File: config.mk
export PLATFORM = sky130hd
export DESIGN_NAME = fpu_postproc_arb
export DESIGN_NICKNAME = d
export VERILOG_FILES = /design/src/rtl/fpu_postproc_arb.sv
export SDC_FILE = /design/constraint.sdc
export NUM_CORES = 1
export LEC_CHECK = 0
export BUFFER_PORTS_ARGS = -buffer_cell sky130_fd_sc_hd__buf_4
export CAP_MARGIN = 20
export CORE_AREA = 4 4 158 160
export CTS_BUF_LIST = sky130_fd_sc_hd__clkbuf_2 sky130_fd_sc_hd__clkbuf_4 sky130_fd_sc_hd__clkbuf_8
export DETAILED_ROUTE_END_ITERATION = 12
export DIE_AREA = 0 0 162 164
export PLACE_DENSITY = 0.81
export SETUP_SLACK_MARGIN = 0.15
export SYNTH_ARGS = -nofsm -noshare
export SYNTH_HDL_FRONTEND = slang
export SYNTH_SLANG_ARGS = --single-unit
export TNS_END_PERCENT = 5
File: constraint.sdc
create_clock -name clk -period 25.2 [get_ports clk]
set_input_delay 6.3 -clock clk [delete_from_list [all_inputs] [get_ports clk]]
set_output_delay 6.3 -clock clk [all_outputs]
set_load 0.05 [all_outputs]
File: src/rtl/fpu_postproc_arb.sv
// Arbiter for the shared FP post-processing datapath: FMA vs divsqrt, with a one-entry
// divsqrt result buffer, a registered issue stage and a starvation guard for FMA.
module fpu_postproc_arb #(
    parameter int unsigned PW     = 128,
    parameter int unsigned TAGW   = 5,
    parameter int unsigned STARVE = 4
) (
    input  logic            clk,
    input  logic            reset,
    input  logic            FlushE,
    input  logic            FmaValid,
    output logic            FmaReady,
    input  logic [PW-1:0]   FmaPayload,
    input  logic [TAGW-1:0] FmaTag,
    input  logic            DivValid,
    output logic            DivReady,
    input  logic [PW-1:0]   DivPayload,
    input  logic [TAGW-1:0] DivTag,
    output logic            PostValid,
    input  logic            PostReady,
    output logic [PW-1:0]   PostPayload,
    output logic [TAGW-1:0] PostTag,
    output logic            PostFmaOp,
    output logic            PostDivOp,
    output logic            DivBufFull
);

    localparam int unsigned CW = $clog2(STARVE + 1);

    typedef enum logic {DIVPRI = 1'b0, FMAPRI = 1'b1} arbState_t;

    arbState_t       state, stateNext;
    logic [CW-1:0]   starveCnt, starveCntNext;
    logic [PW-1:0]   bufPayload;
    logic [TAGW-1:0] bufTag;
    logic            load, divWin, fmaHs, divHs;

    assign load     = ~PostValid | PostReady;
    assign DivReady = ~DivBufFull & ~FlushE;
    assign FmaReady = load & ~FlushE & ~((state == DIVPRI) & DivBufFull);
    assign divWin   = load & DivBufFull & ~FlushE & ((state == DIVPRI) | ~FmaValid);
    assign fmaHs    = FmaValid & FmaReady;
    assign divHs    = DivValid & DivReady;

    // Priority state and starvation counter
    always_ff @(posedge clk or posedge reset) begin
        if (reset) begin
            state     <= DIVPRI;
            starveCnt <= '0;
        end else begin
            state     <= stateNext;
            starveCnt <= starveCntNext;
        end
    end

    always_comb begin
        stateNext     = state;
        starveCntNext = starveCnt;
        if (FlushE) begin
            stateNext     = DIVPRI;
            starveCntNext = '0;
        end else if (fmaHs) begin
            starveCntNext = '0;
            if (state == FMAPRI) stateNext = DIVPRI;
        end else begin
            // FMA lost a Load to the divsqrt buffer; only reachable in DIVPRI
            if (FmaValid & divWin) begin
                if (starveCnt == CW'(STARVE - 1)) begin
                    starveCntNext = '0;
                    stateNext     = FMAPRI;
                end else begin
                    starveCntNext = starveCnt + CW'(1);
                end
            end
            if ((state == FMAPRI) & ~FmaValid) stateNext = DIVPRI;
        end
    end

    // One-entry divsqrt result buffer
    always_ff @(posedge clk or posedge reset) begin
        if (reset) begin
            DivBufFull <= 1'b0;
            bufPayload <= '0;
            bufTag     <= '0;
        end else if (FlushE) begin
            DivBufFull <= 1'b0;
        end else if (divHs) begin
            DivBufFull <= 1'b1;
            bufPayload <= DivPayload;
            bufTag     <= DivTag;
        end else if (divWin) begin
            DivBufFull <= 1'b0;
        end
    end

    // Issue register toward post-processing; payload/tag hold when nothing wins
    always_ff @(posedge clk or posedge reset) begin
        if (reset) begin
            PostValid   <= 1'b0;
            PostPayload <= '0;
            PostTag     <= '0;
            PostFmaOp   <= 1'b0;
            PostDivOp   <= 1'b0;
        end else if (FlushE) begin
            PostValid <= 1'b0;
            PostFmaOp <= 1'b0;
            PostDivOp <= 1'b0;
        end else if (load) begin
            PostValid <= fmaHs | divWin;
            PostFmaOp <= fmaHs;
            PostDivOp <= divWin;
            if (fmaHs) begin
                PostPayload <= FmaPayload;
                PostTag     <= FmaTag;
            end else if (divWin) begin
                PostPayload <= bufPayload;
                PostTag     <= bufTag;
            end
        end
    end

endmodule

==> impl_metrics.json, run 1 <==
{
  "die_h_microns": 164,
  "slew_viol_final": 0,
  "period_minus_slack_ps": 13450,
  "vias": 9422,
  "total_power_mw": 1.51,
  "clk_pin_slew_ps": 50,
  "finalClockSkew_ps": 29.4,
  "final_cell_mix": "420 x buf_4, 274 x dfrtp_1, 272 x nand2_1",
  "setup.worst_path.start": "PostReady",
  "clock-sinks": 274,
  "r2r_setup_slack_ps": 22190,
  "dieArea_sq_um": 26600,
  "gp_congestion": 0.805,
  "endpoint": "FmaReady",
  "cts_htree_levels": 2,
  "track_usage": 0.242,
  "drt_iter0_drc": 695,
  "p_per_area_nw_per_um2": 96.7,
  "rsz0062_at_grt": "no",
  "fp.dieW_microns": 162,
  "syn_inst": 1049,
  "post-route-cell-area_sq_um": 15700,
  "antenna_cells": 0,
  "p_leak_nw": 7.64,
  "synth-seq-area-share": 0.591,
  "cp-start-kind": "input pin",
  "ys_seq_elements": 274,
  "initial_utilization": 0.495,
  "wl_per_cell_microns": 18.4,
  "clock_path_buffers": 3,
  "timing.fmax_ghz": 0.0743,
  "end_kind": "primary output",
  "drt-total-wl_microns": 33000,
  "ctsRootBufferMaster": "clkbuf_8",
  "tightest_slew_ps": 1080,
  "status": "finished, final reports clean",
  "fin_tns_setup_ps": 0,
  "port_buffers": 410,
  "path_class": "input pin to primary output",
  "clkLatencyLatePin_ps": 540,
  "post-cts-setup-buffers": 0,
  "cts_buffers": 45,
  "syn_nets": 1322,
  "arrival_ps": 7150,
  "place_inst": 1713,
  "postCtsHoldBufs": 0,
  "layout_setup_ws_ps": 11750,
  "synth_cell_type_count": 26,
  "ctsResizeCount": 0,
  "grt-ovfl-total": 0,
  "slew-limit-headroom": 0.282,
  "core_area_sq_um": 23400,
  "syn_area_per_cell_sq_um": 11.1,
  "cp.required_ps": 18900,
  "setup_viol": 0,
  "dr.pass1.iters": 5,
  "r2r_start": "PostValid",
  "antenna_found_initial": 0,
  "fin_util": 0.670,
  "reg2reg_depth": 5,
  "r2r-end": "state",
  "final_nets": 1714,
  "grt_pass1_wl_microns": 52100,
  "grt_pass1_vias": 9906,
  "final_cell_count_no_fill": 1788,
  "period_share": 0.534,
  "worstPathMaxFanout": 7,
  "drive_gt1_frac": 0.432,
  "syn_area_sq_um": 11600,
  "area_growth_syn_to_layout_pct": 35.2,
  "dpl.hpwl_microns": 22700,
  "min_path_type": "register to register",
  "avgViaCountPerCell": 5.27,
  "grt_max_degree": 133,
  "ir_drop_v": 0.0000685,
  "hold_ws_ps": 480,
  "cts_tree": "yes",
  "hold_viol": 0,
  "post-place-ws_ps": 11750,
  "max_cap_violations": 0,
  "drc": 0,
  "post_dp_cell_area_sq_um": 14800,
  "ant_nets": 0,
  "io_pins": 411,
  "yosys_warnings": 0,
  "layout_commonest_cell": "buf_4",
  "rows": 56
}
==> how the worst min path moves through the flow <==
stage / startpoint / endpoint / slack, ps / cells past startpoint
6_report: PostFmaOp / PostFmaOp / 480 / 2
5_1_grt: bufPayload[25] / bufPayload[25] / 520 / 1
4_1_cts: PostDivOp / PostDivOp / 480 / 2
3_5_place_dp: PostDivOp / PostDivOp / 470 / 2
3_3_place_gp: PostDivOp / PostDivOp / 460 / 2
2_1_floorplan: bufPayload[124] / bufPayload[124] / 480 / 1
==> worst max-delay path, cell delays in order <==
cell and delay [ps]:
buf_4 70, nand2b_1 330, nand2b_1 130, nor2b_1 120
buf_4 200
==> layer usage <==
metal,up-vias,GRT usage,routed length (microns)
met5,-,0,0
met3,72,0.0801,3150
met1,4596,0.295,12700
met4,0,0.0761,981
li1,4331,-,-
met2,423,0.412,16100
==> power breakdown <==
group / total, mW / internal (mW) / switching [mW] / leakage, nW
logic: 0.520 / 0.187 / 0.333 / 3.95
clock network: 0.394 / 0.225 / 0.169 / 0.487
registers: 0.600 / 0.542 / 0.0586 / 3.20
total: 1.51 / 0.953 / 0.561 / 7.64
==> cell usage after synthesis <==
| master | n | area share |
|---|---|---|
| inv_1 | 3 | 0.00097 |
| buf_2 | 40 | 0.017 |
| buf_4 | 7 | 0.0045 |
| or3_1 | 1 | 0.00054 |
| nor2_1 | 138 | 0.045 |
| buf_6 | 8 | 0.0078 |
| nor4b_2 | 1 | 0.0013 |
| nor3_1 | 2 | 0.00086 |
| a21oi_1 | 1 | 0.00043 |
| and2_1 | 1 | 0.00054 |
| mux2_4 | 70 | 0.091 |
| a311oi_1 | 1 | 0.00076 |
| and4b_1 | 1 | 0.00086 |
| ha_1 | 1 | 0.0011 |
| buf_1 | 7 | 0.0023 |
| clkbuf_1 | 13 | 0.0042 |
| nor2b_1 | 3 | 0.0016 |
| nand2b_1 | 3 | 0.0016 |
| dfrtp_1 | 274 | 0.59 |
| mux2_2 | 63 | 0.061 |
| nand4b_2 | 2 | 0.0026 |
| a31oi_1 | 133 | 0.072 |
| nand2_1 | 272 | 0.088 |
| a2111oi_0 | 1 | 0.00076 |
| nor4_1 | 1 | 0.00054 |
| mux2i_1 | 2 | 0.0017 |
==> flip-flops by register name (all words and copies together) (netlist names) <==
signal / cells
PostPayload: 128
bufPayload: 128
PostTag: 5
bufTag: 5
starveCnt: 3
DivBufFull: 1
PostDivOp: 1
PostFmaOp: 1
PostValid: 1
state: 1
==> layout make-up <==
class	count	area (sq um)
Clock inverter	6	57.6
Timing Repair Buffer	420	3150
Tap cell	319	399
Multi-Input combinational cell	697	4330
Clock buffer	69	856
Inverter	3	18.8
Fill cell	1785	7730
Sequential cell	274	6860
==> logic make-up (layout without fill, tap and decap cells) <==
group	Yosys count	count (layout)	share of synthesized area
simple gates	425	425	0.143
flops	274	274	0.591
compound gates	136	136	0.0737
mux	135	135	0.154
buf+inv	78	498	0.0370
fa+ha+maj	1	1	0.00108
Note: power is estimated with default switching activity, not from simulation.
==> inputs of run 2 (changes only) <==
--- a/config.mk
+++ b/config.mk
@@ -7,11 +7,11 @@
 export LEC_CHECK = 0
 export BUFFER_PORTS_ARGS = -buffer_cell sky130_fd_sc_hd__buf_4
 export CAP_MARGIN = 20
-export CORE_AREA = 4 4 158 160
+export CORE_AREA = 4 4 159 161
 export CTS_BUF_LIST = sky130_fd_sc_hd__clkbuf_2 sky130_fd_sc_hd__clkbuf_4 sky130_fd_sc_hd__clkbuf_8
 export DETAILED_ROUTE_END_ITERATION = 12
-export DIE_AREA = 0 0 162 164
-export PLACE_DENSITY = 0.81
+export DIE_AREA = 0 0 163 165
+export PLACE_DENSITY = 0.8
 export SETUP_SLACK_MARGIN = 0.15
 export SYNTH_ARGS = -nofsm -noshare
 export SYNTH_HDL_FRONTEND = slang
==> constraint.sdc (replaced) <==
create_clock -name clk -period 13.55 [get_ports clk]
set_input_delay 3.3875 -clock clk [delete_from_list [all_inputs] [get_ports clk]]
set_output_delay 3.3875 -clock clk [all_outputs]
set_load 0.05 [all_outputs]
==> impl_metrics.json, run 2 (synthesized netlist as in run 1, its figures left out) <==
{
  "status": "finished, final reports clean",
  "postCtsHoldBufs": 0,
  "worstPathMaxFanout": 7,
  "cp.depth": 5,
  "slew-limit-headroom": 0.150,
  "clkLatencyLatePin_ps": 530,
  "largestRegisters": "PostPayload x128, bufPayload x128",
  "clk_pin_slew_ps": 60,
  "rsz0062_at_grt": "no",
  "track_usage": 0.238,
  "cp.required_ps": 10160,
  "area_growth_syn_to_layout_pct": 36.1,
  "critPathMaxStageDelay_ps": 320,
  "route.met3.wl_microns": 3280,
  "port_buffers": 410,
  "place_inst": 1715,
  "ctsRootBufferMaster": "clkbuf_8",
  "cp_num_buf_inv": 2,
  "end_kind": "primary output",
  "wl_per_cell_microns": 18.6,
  "ir_drop_v": 0.000127,
  "post-place-ws_ps": 5910,
  "period_share": 0.564,
  "cts_htree_levels": 2,
  "grt_max_degree": 268,
  "fp.dieW_microns": 163,
  "p_leak_nw": 7.69,
  "slew_viol_final": 0,
  "wl_met1_microns": 12400,
  "max_cap_violations": 0,
  "fin_tns_setup_ps": 0,
  "total_power_mw": 2.88,
  "clock_path_buffers": 3,
  "layout_setup_ws_ps": 5900,
  "critical-path-slowest-cell": "nand2b_1",
  "avgViaCountPerCell": 5.26,
  "setup_viol": 0,
  "dr_wl_met2_microns": 16600,
  "hold_viol": 0,
  "vias": 9458,
  "p_per_area_nw_per_um2": 183,
  "dr.pass1.iters": 6,
  "final_nets": 1712,
  "cts_buffers": 46,
  "core_area_sq_um": 24000,
  "ctsResizeCount": 0,
  "hold_path_depth": 2,
  "antenna_found_initial": 0,
  "drive_gt1_frac": 0.433,
  "dpl.hpwl_microns": 22500,
  "final_cell_mix": "416 x buf_4, 274 x dfrtp_1, 272 x nand2_1",
  "dieArea_sq_um": 26900,
  "tightest_slew_ps": 1270,
  "gp_congestion": 0.810,
  "io_pins": 411,
  "final_cell_count_no_fill": 1797,
  "timing.fmax_ghz": 0.131,
  "cp-start-kind": "input pin",
  "grt-ovfl-total": 0,
  "post-route-cell-area_sq_um": 15800,
  "arrival_ps": 4260,
  "finalClockSkew_ps": 14.0,
  "critPathTopFamily": "simple AND/OR/NAND/NOR gates",
  "ant_nets": 0,
  "grt_pass1_vias": 9862,
  "routed.top_layer": "met4",
  "cts_tree": "yes",
  "die_h_microns": 165,
  "antenna_cells": 0,
  "path_class": "input pin to primary output",
  "crit_chain": "buf_4, nand2b_1, nand2b_1, nor2b_1, buf_4",
  "grt_pass1_wl_microns": 51300,
  "post-cts-setup-buffers": 0,
  "drt_iter0_drc": 694,
  "layout_commonest_cell": "buf_4",
  "drc": 0,
  "period_minus_slack_ps": 7650,
  "hold_ws_ps": 486,
  "fin_util": 0.658,
  "post_dp_cell_area_sq_um": 14800,
  "drt-total-wl_microns": 33500,
  "clock-sinks": 274,
  "rows": 57,
  "initial_utilization": 0.484,
  "reg2reg_depth": 5,
  "min_path_type": "register to register"
}
run 2: cell count changes in the layout (fill, tap and decap cells not counted), sizes merged:
cell,delta
buf,-3
clkbuf,+5
clkinv,+3
clkinvlp,-1
run 2: area by class of cell:
class | instances | area, sq um
clock inverter | 8 | 65.1
multi-input combinational | 697 | 4330
clock buffer | 74 | 956
fill | 1847 | 8190
timing repair buffer | 417 | 3140
tap | 324 | 405
sequential | 274 | 6860
inverter | 3 | 18.8
run 2: power by group:
group / leakage, nW / internal, mW / switching (mW)
logic: 3.95 / 0.348 / 0.622
registers: 3.20 / 1.01 / 0.112
clock network: 0.548 / 0.465 / 0.328
run 2: layer usage:
metal	up-vias	GRT usage
met3	81	0.0814
met1	4587	0.276
met4	0	0.0850
met2	451	0.412
met5	-	0
li1	4339	-
run 2: worst register-to-register path, delay by kind of cell (launching register included):
kind | cells | cell delay, ps
AND/OR/NAND/NOR | 3 | 1350
flip-flops | 1 | 390
buffers and inverters | 1 | 840
AO/OA/AOI/OAI | 1 | 220
run 2: final timing paths:
kind                                start              end  slack [ps]
worst max-delay path            PostReady         FmaReady        5900
worst min-delay path            PostFmaOp        PostFmaOp         490
worst max register to register  PostValid            state       10650
worst min register to register  PostFmaOp        PostFmaOp         490
max in group asynchronous           reset  PostPayload[64]        8150
min in group asynchronous           reset   PostPayload[4]        3040
